`src/rtl/spi_dcs_slave.sv`:
```
// spi_dcs_slave
//   Dual-chip-select SPI slave front end (mode 0, MSB first). An address frame
//   arrives under spi_cs_addr and a data frame under spi_cs_data. Every SPI pin
//   is oversampled in the clk domain, so clk must run at least 8x spi_scl.
//
// Ports
//   clk, rst      system clock, asynchronous active-high reset
//   spi_scl       SPI clock input
//   spi_sdi       MOSI input
//   spi_sdo       MISO output, driven only while a data frame is active
//   spi_cs_addr   address-frame select, active-low
//   spi_cs_data   data-frame select, active-low
//   Din           readback word, sampled in the Data_begin cycle
//   Addr          last complete address, held
//   Dout          last complete data word, held
//   Data_begin    1-cycle pulse at data-frame start
//   Data_end      1-cycle pulse at valid data-frame end (Dout and Addr valid)
//   frame_err     1-cycle pulse on a malformed or overlapped frame
module spi_dcs_slave #(
    parameter int WIDTH_ADDR = 8,
    parameter int WIDTH_DATA = 16
) (
    input  logic                  clk,
    input  logic                  rst,
    input  logic                  spi_scl,
    input  logic                  spi_sdi,
    output logic                  spi_sdo,
    input  logic                  spi_cs_addr,
    input  logic                  spi_cs_data,
    input  logic [WIDTH_DATA-1:0] Din,
    output logic [WIDTH_ADDR-1:0] Addr,
    output logic [WIDTH_DATA-1:0] Dout,
    output logic                  Data_begin,
    output logic                  Data_end,
    output logic                  frame_err
);

    localparam int MAX_W = (WIDTH_ADDR > WIDTH_DATA) ? WIDTH_ADDR : WIDTH_DATA;
    localparam int CNT_W = $clog2(MAX_W + 2);

    localparam logic [CNT_W-1:0] ADDR_FULL = CNT_W'(WIDTH_ADDR);
    localparam logic [CNT_W-1:0] ADDR_SAT  = CNT_W'(WIDTH_ADDR + 1);
    localparam logic [CNT_W-1:0] DATA_FULL = CNT_W'(WIDTH_DATA);
    localparam logic [CNT_W-1:0] DATA_SAT  = CNT_W'(WIDTH_DATA + 1);

    typedef enum logic [1:0] {IDLE, ADDR, DATA} state_t;

    state_t                  state_q;
    logic [2:0]              scl_sync_q;
    logic [2:0]              csa_sync_q;
    logic [2:0]              csd_sync_q;
    // sdi needs no edge detect; its stage 1 lines up with the scl edge stage.
    logic [1:0]              sdi_sync_q;
    logic [CNT_W-1:0]        bit_cnt_q;
    logic [WIDTH_ADDR-1:0]   addr_shift_q;
    logic [WIDTH_DATA-1:0]   rx_shift_q;
    logic [WIDTH_DATA-1:0]   tx_shift_q;
    logic [WIDTH_ADDR-1:0]   addr_q;
    logic [WIDTH_DATA-1:0]   dout_q;
    logic                    begin_q;
    logic                    end_q;
    logic                    err_q;
    // Set when the data select falls during an address frame; that data frame
    // is then dropped and the address frame reports an error.
    logic                    overlap_q;

    logic scl_rise, scl_fall, csa_fall, csa_rise, csd_fall, csd_rise, sdi_s;

    always_comb begin
        scl_rise = scl_sync_q[1] & ~scl_sync_q[2];
        scl_fall = ~scl_sync_q[1] & scl_sync_q[2];
        csa_fall = ~csa_sync_q[1] & csa_sync_q[2];
        csa_rise = csa_sync_q[1] & ~csa_sync_q[2];
        csd_fall = ~csd_sync_q[1] & csd_sync_q[2];
        csd_rise = csd_sync_q[1] & ~csd_sync_q[2];
        sdi_s    = sdi_sync_q[1];
    end

    always_ff @(posedge clk or posedge rst) begin
        if (rst) begin
            state_q      <= IDLE;
            // cs stages reset to "asserted" so a frame in flight at release is
            // never seen as starting; only its trailing rise is observed.
            scl_sync_q   <= '0;
            csa_sync_q   <= '0;
            csd_sync_q   <= '0;
            sdi_sync_q   <= '0;
            bit_cnt_q    <= '0;
            addr_shift_q <= '0;
            rx_shift_q   <= '0;
            tx_shift_q   <= '0;
            addr_q       <= '0;
            dout_q       <= '0;
            begin_q      <= 1'b0;
            end_q        <= 1'b0;
            err_q        <= 1'b0;
            overlap_q    <= 1'b0;
        end else begin
            scl_sync_q <= {scl_sync_q[1:0], spi_scl};
            csa_sync_q <= {csa_sync_q[1:0], spi_cs_addr};
            csd_sync_q <= {csd_sync_q[1:0], spi_cs_data};
            sdi_sync_q <= {sdi_sync_q[0], spi_sdi};
            begin_q    <= 1'b0;
            end_q      <= 1'b0;
            err_q      <= 1'b0;

            case (state_q)
                IDLE: begin
                    if (csa_fall) begin
                        state_q   <= ADDR;
                        bit_cnt_q <= '0;
                        overlap_q <= 1'b0;
                    end else if (csd_fall) begin
                        state_q    <= DATA;
                        bit_cnt_q  <= '0;
                        begin_q    <= 1'b1;
                        rx_shift_q <= '0;
                        tx_shift_q <= '0;
                    end
                end

                ADDR: begin
                    if (csd_fall) begin
                        overlap_q <= 1'b1;
                    end
                    if (scl_rise) begin
                        addr_shift_q <= {addr_shift_q[WIDTH_ADDR-2:0], sdi_s};
                        if (bit_cnt_q != ADDR_SAT) begin
                            bit_cnt_q <= bit_cnt_q + 1'b1;
                        end
                    end
                    if (csa_rise) begin
                        state_q <= IDLE;
                        if (bit_cnt_q == ADDR_FULL) begin
                            addr_q <= addr_shift_q;
                        end
                        if ((bit_cnt_q != ADDR_FULL) || overlap_q || csd_fall) begin
                            err_q <= 1'b1;
                        end
                    end
                end

                DATA: begin
                    // Din is captured while Data_begin is high, so the MSB is
                    // on spi_sdo one cycle later, well before the first scl rise.
                    if (begin_q) begin
                        tx_shift_q <= Din;
                    end else if (scl_fall) begin
                        tx_shift_q <= {tx_shift_q[WIDTH_DATA-2:0], 1'b0};
                    end
                    if (scl_rise) begin
                        rx_shift_q <= {rx_shift_q[WIDTH_DATA-2:0], sdi_s};
                        if (bit_cnt_q != DATA_SAT) begin
                            bit_cnt_q <= bit_cnt_q + 1'b1;
                        end
                    end
                    if (csd_rise) begin
                        state_q <= IDLE;
                        if (bit_cnt_q == DATA_FULL) begin
                            dout_q <= rx_shift_q;
                            end_q  <= 1'b1;
                        end else begin
                            err_q <= 1'b1;
                        end
                    end
                end

                default: state_q <= IDLE;
            endcase
        end
    end

    assign spi_sdo    = (state_q == DATA) ? tx_shift_q[WIDTH_DATA-1] : 1'b0;
    assign Addr       = addr_q;
    assign Dout       = dout_q;
    assign Data_begin = begin_q;
    assign Data_end   = end_q;
    assign frame_err  = err_q;

endmodule

```
`config.mk`:
```
export PLATFORM = sky130hd
export DESIGN_NAME = spi_dcs_slave
export DESIGN_NICKNAME = d
export VERILOG_FILES = /design/src/rtl/spi_dcs_slave.sv
export SDC_FILE = /design/constraint.sdc
export NUM_CORES = 1
export LEC_CHECK = 0
export CAP_MARGIN = 15
export CORE_MARGIN = 3
export CORE_UTILIZATION = 30
export DETAILED_ROUTE_END_ITERATION = 8
export SETUP_SLACK_MARGIN = 0.4
export SYNTH_ARGS = -nofsm -noshare
export SYNTH_HDL_FRONTEND = slang
export SYNTH_SLANG_ARGS = --single-unit
```
`constraint.sdc`:
```
create_clock -name clk -period 4.75 [get_ports clk]
set_input_delay 0.95 -clock clk [delete_from_list [all_inputs] [get_ports clk]]
set_output_delay 0.95 -clock clk [all_outputs]
set_load 0.005 [all_outputs]
```
==> key figures <==
Placed design
  • Post-DP Area: 4440 um2
  • Dpl cells: 507
  • HPWL Detailed: 4810 um
  • IO Port Bufs: 49
  • Final estimated routing congestion in global placement: 0.787

Critical path
  • CP Capture Type: output pin
  • CP startpoint kind: register
  • Data arrival time of the critical path: 2.23 ns
  • CP Class: reg -> out
  • CP max FO: 21
  • WP data required: 3.80 ns

Global routing
  • Largest net degree at the start of global routing: 53
  • First-pass GRT wire length: 12,100 um
  • Total track usage: 0.106
  • Initial antenna violation count: 0
  • Vias in the first global route: 2,442
  • Remaining global-route overflow: 0

Floorplan
  • Die area: 14,200 um2
  • Die Width: 119 um
  • Initial Utilization: 0.312
  • Row count: 40
  • Die height: 119 um
  • IO Pins: 50
  • Core area: 12,300 um2

Timing
  • Worst Skew: 0.00723 ns
  • Final Max Tran Viols: 0
  • Rel. slew slack: 0.344
  • Final hold violations: 0
  • # setup viols final: 0
  • Worst Hold Slack: 0.345 ns
  • Tcrit/Tclk final: 0.669
  • Maximum clock rate: 315 MHz
  • RSZ-0062 raised after global routing: false
  • Measured slew at the worst slew-check pin: 0.984 ns
  • Setup TNS: 0 ns
  • Min cycle time layout: 3.18 ns

Power
  • Pleak: 2.15 nW
  • Tot Pwr: 1.98 mW
  • Peak supply drop: 0.178 mV
  • Pwr dens: 418 nW/um2

Cells and area
  • Layout cells sized above 1: 0.172
  • Antenna diodes: 0
  • Commonest non-fill, non-tap cell in the layout: dfrtp_1
  • Post-route insts no fill: 522
  • Post-route design area: 4740 um2
  • Layout Area Growth over Synthesis: 23.7%
  • Commonest non-fill, non-tap cells in the layout: dfrtp_1, clkdlybuf4s50_1, mux2i_1
  • Fillers: 1,184
  • Layout Nets: 379
  • Multi-input logic area: 1480 um2
  • Reg area: 2150 um2

Clock network
  • Clock Pin Slew Worst Setup and Hold Paths: 0.06 ns
  • Clk_lat worst skew: 0.33 ns
  • Cts bufs inserted: 9
  • CTS tree: built
  • Post-CTS Setup Bufs: 0
  • Clock sink total: 86
  • Clk buf depth: 2
  • Hold buffers post-CTS: 0
  • Post-CTS resize count: 0
  • H-tree depth: 3
  • CTS Root Cell: clkbuf_16

Detailed routing
  • DRC: 0
  • Drt via density: 4.59
  • Pre-Repair DR Iteration Count: 4
  • Via Count: 2,398
  • Final wirelength: 7040 um
  • First DRT Iteration DRCs: 184
  • Antenna viol nets, final: 0
  • Wire per inst: 13.5 um

Run
  • Max Cap Violations: 0

Logic synthesis
  • Synthesized flop and latch total: 86
  • Synth Flop Type: dfrtp_1
  • Ys async rst share: 1.00
  • Top post-synthesis cells by area: dfrtp_1, mux2i_1, mux2_2
  • Synth area leader: dfrtp_1
  • Register area share after synthesis: 0.562
  • Synth cell types: 42
  • Yosys Warn Count: 0
  • Top cell type's share of synthesized area: 0.562
  • Synth Net Count: 334
  • Syn Area/Cell: 12.6 um2
  • Syn Inst Count: 305
  • Synth Cell Area: 3830 um2
  • Post-synth EDFFs: 0

Min path
  • Worst min-delay path class: reg -> reg

Status
  • Outcome: finished, final reports clean
[cell usage after synthesis, drive strengths merged, types with 3 or more instances]
library cell  number
mux2i             32
nand2b             7
nand2             19
nand3              5
o21ai             18
a21oi              4
dfrtp             86
inv               25
o41ai             14
mux2              33
a21o               3
ha                 7
nor2               6
nor2b              3
clkbuf             6
buf               11
nand4              4
[layout make-up]
cell class | instances | share of cell area
well taps | 168 | 0.0444
repair buffers | 51 | 0.107
flip-flops and latches | 86 | 0.454
clock buffers | 11 | 0.0512
inverters | 25 | 0.0201
clock inverters | 4 | 0.0116
multi-input cells | 177 | 0.312
[logic make-up after synthesis]
family / after synthesis / synth area share
DFF: 86 / 0.562
muxes: 65 / 0.190
and+or+nand+nor: 56 / 0.0807
AOI/OAI and AO/OA: 49 / 0.0912
buffers and inverters: 42 / 0.0536
adders and majority gates: 7 / 0.0229
[where the power goes]
part           internal [mW]  leakage [nW]  switching [mW]
clock                  0.422         0.142           0.277
combinational          0.169         0.845           0.264
sequential             0.793          1.17          0.0541
[worst paths after layout]
kind | startpoint | to | slack (ns) | cells after the start
worst min-delay path | scl_sync_q[0] | scl_sync_q[1] | 0.35 | 0
min in group asynchronous | rst | Addr[6] | 1.10 | 2
worst max-delay path | state_q[0] | spi_sdo | 1.57 | 4
worst min register to register | scl_sync_q[0] | scl_sync_q[1] | 0.35 | 0
worst max register to register | state_q[0] | tx_shift_q[1] | 1.79 | 7
max in group asynchronous | rst | Dout[11] | 2.70 | 3
[flip-flops by register name, indices dropped and copies added (netlist names)]
name / flops
frame_err: 1
state_q: 2
rx_shift_q: 16
sdi_sync_q: 2
addr_shift_q: 8
tx_shift_q: 16
csa_sync_q: 3
Data_begin: 1
Dout: 16
csd_sync_q: 3
Data_end: 1
scl_sync_q: 3
bit_cnt_q: 5
Addr: 8
overlap_q: 1
[through the flow]
stage	util	setup WS (ns)
after floorplan	-	1.58
after global placement	0.362	1.93
after detailed placement	0.362	1.83
after CTS	0.386	1.53
after global routing	0.386	1.44
final	0.386	1.57
[critical path, cell delays in order, from the launching register on]
cell             delay, ns
dfrtp_1               0.40
inv_1                 0.11
ha_1                  0.65
and2_1                0.24
clkdlybuf4s50_1       0.50
[metal layers]
metal / vias up / GRT usage / wire, um
met2: 35 / 0.174 / 3480
met1: 1184 / 0.132 / 3210
li1: 1166 / - / -
met4: 0 / 0.0565 / 168
met5: - / 0 / 0
met3: 13 / 0.0204 / 186
Note: power is estimated with default switching activity, not from simulation.
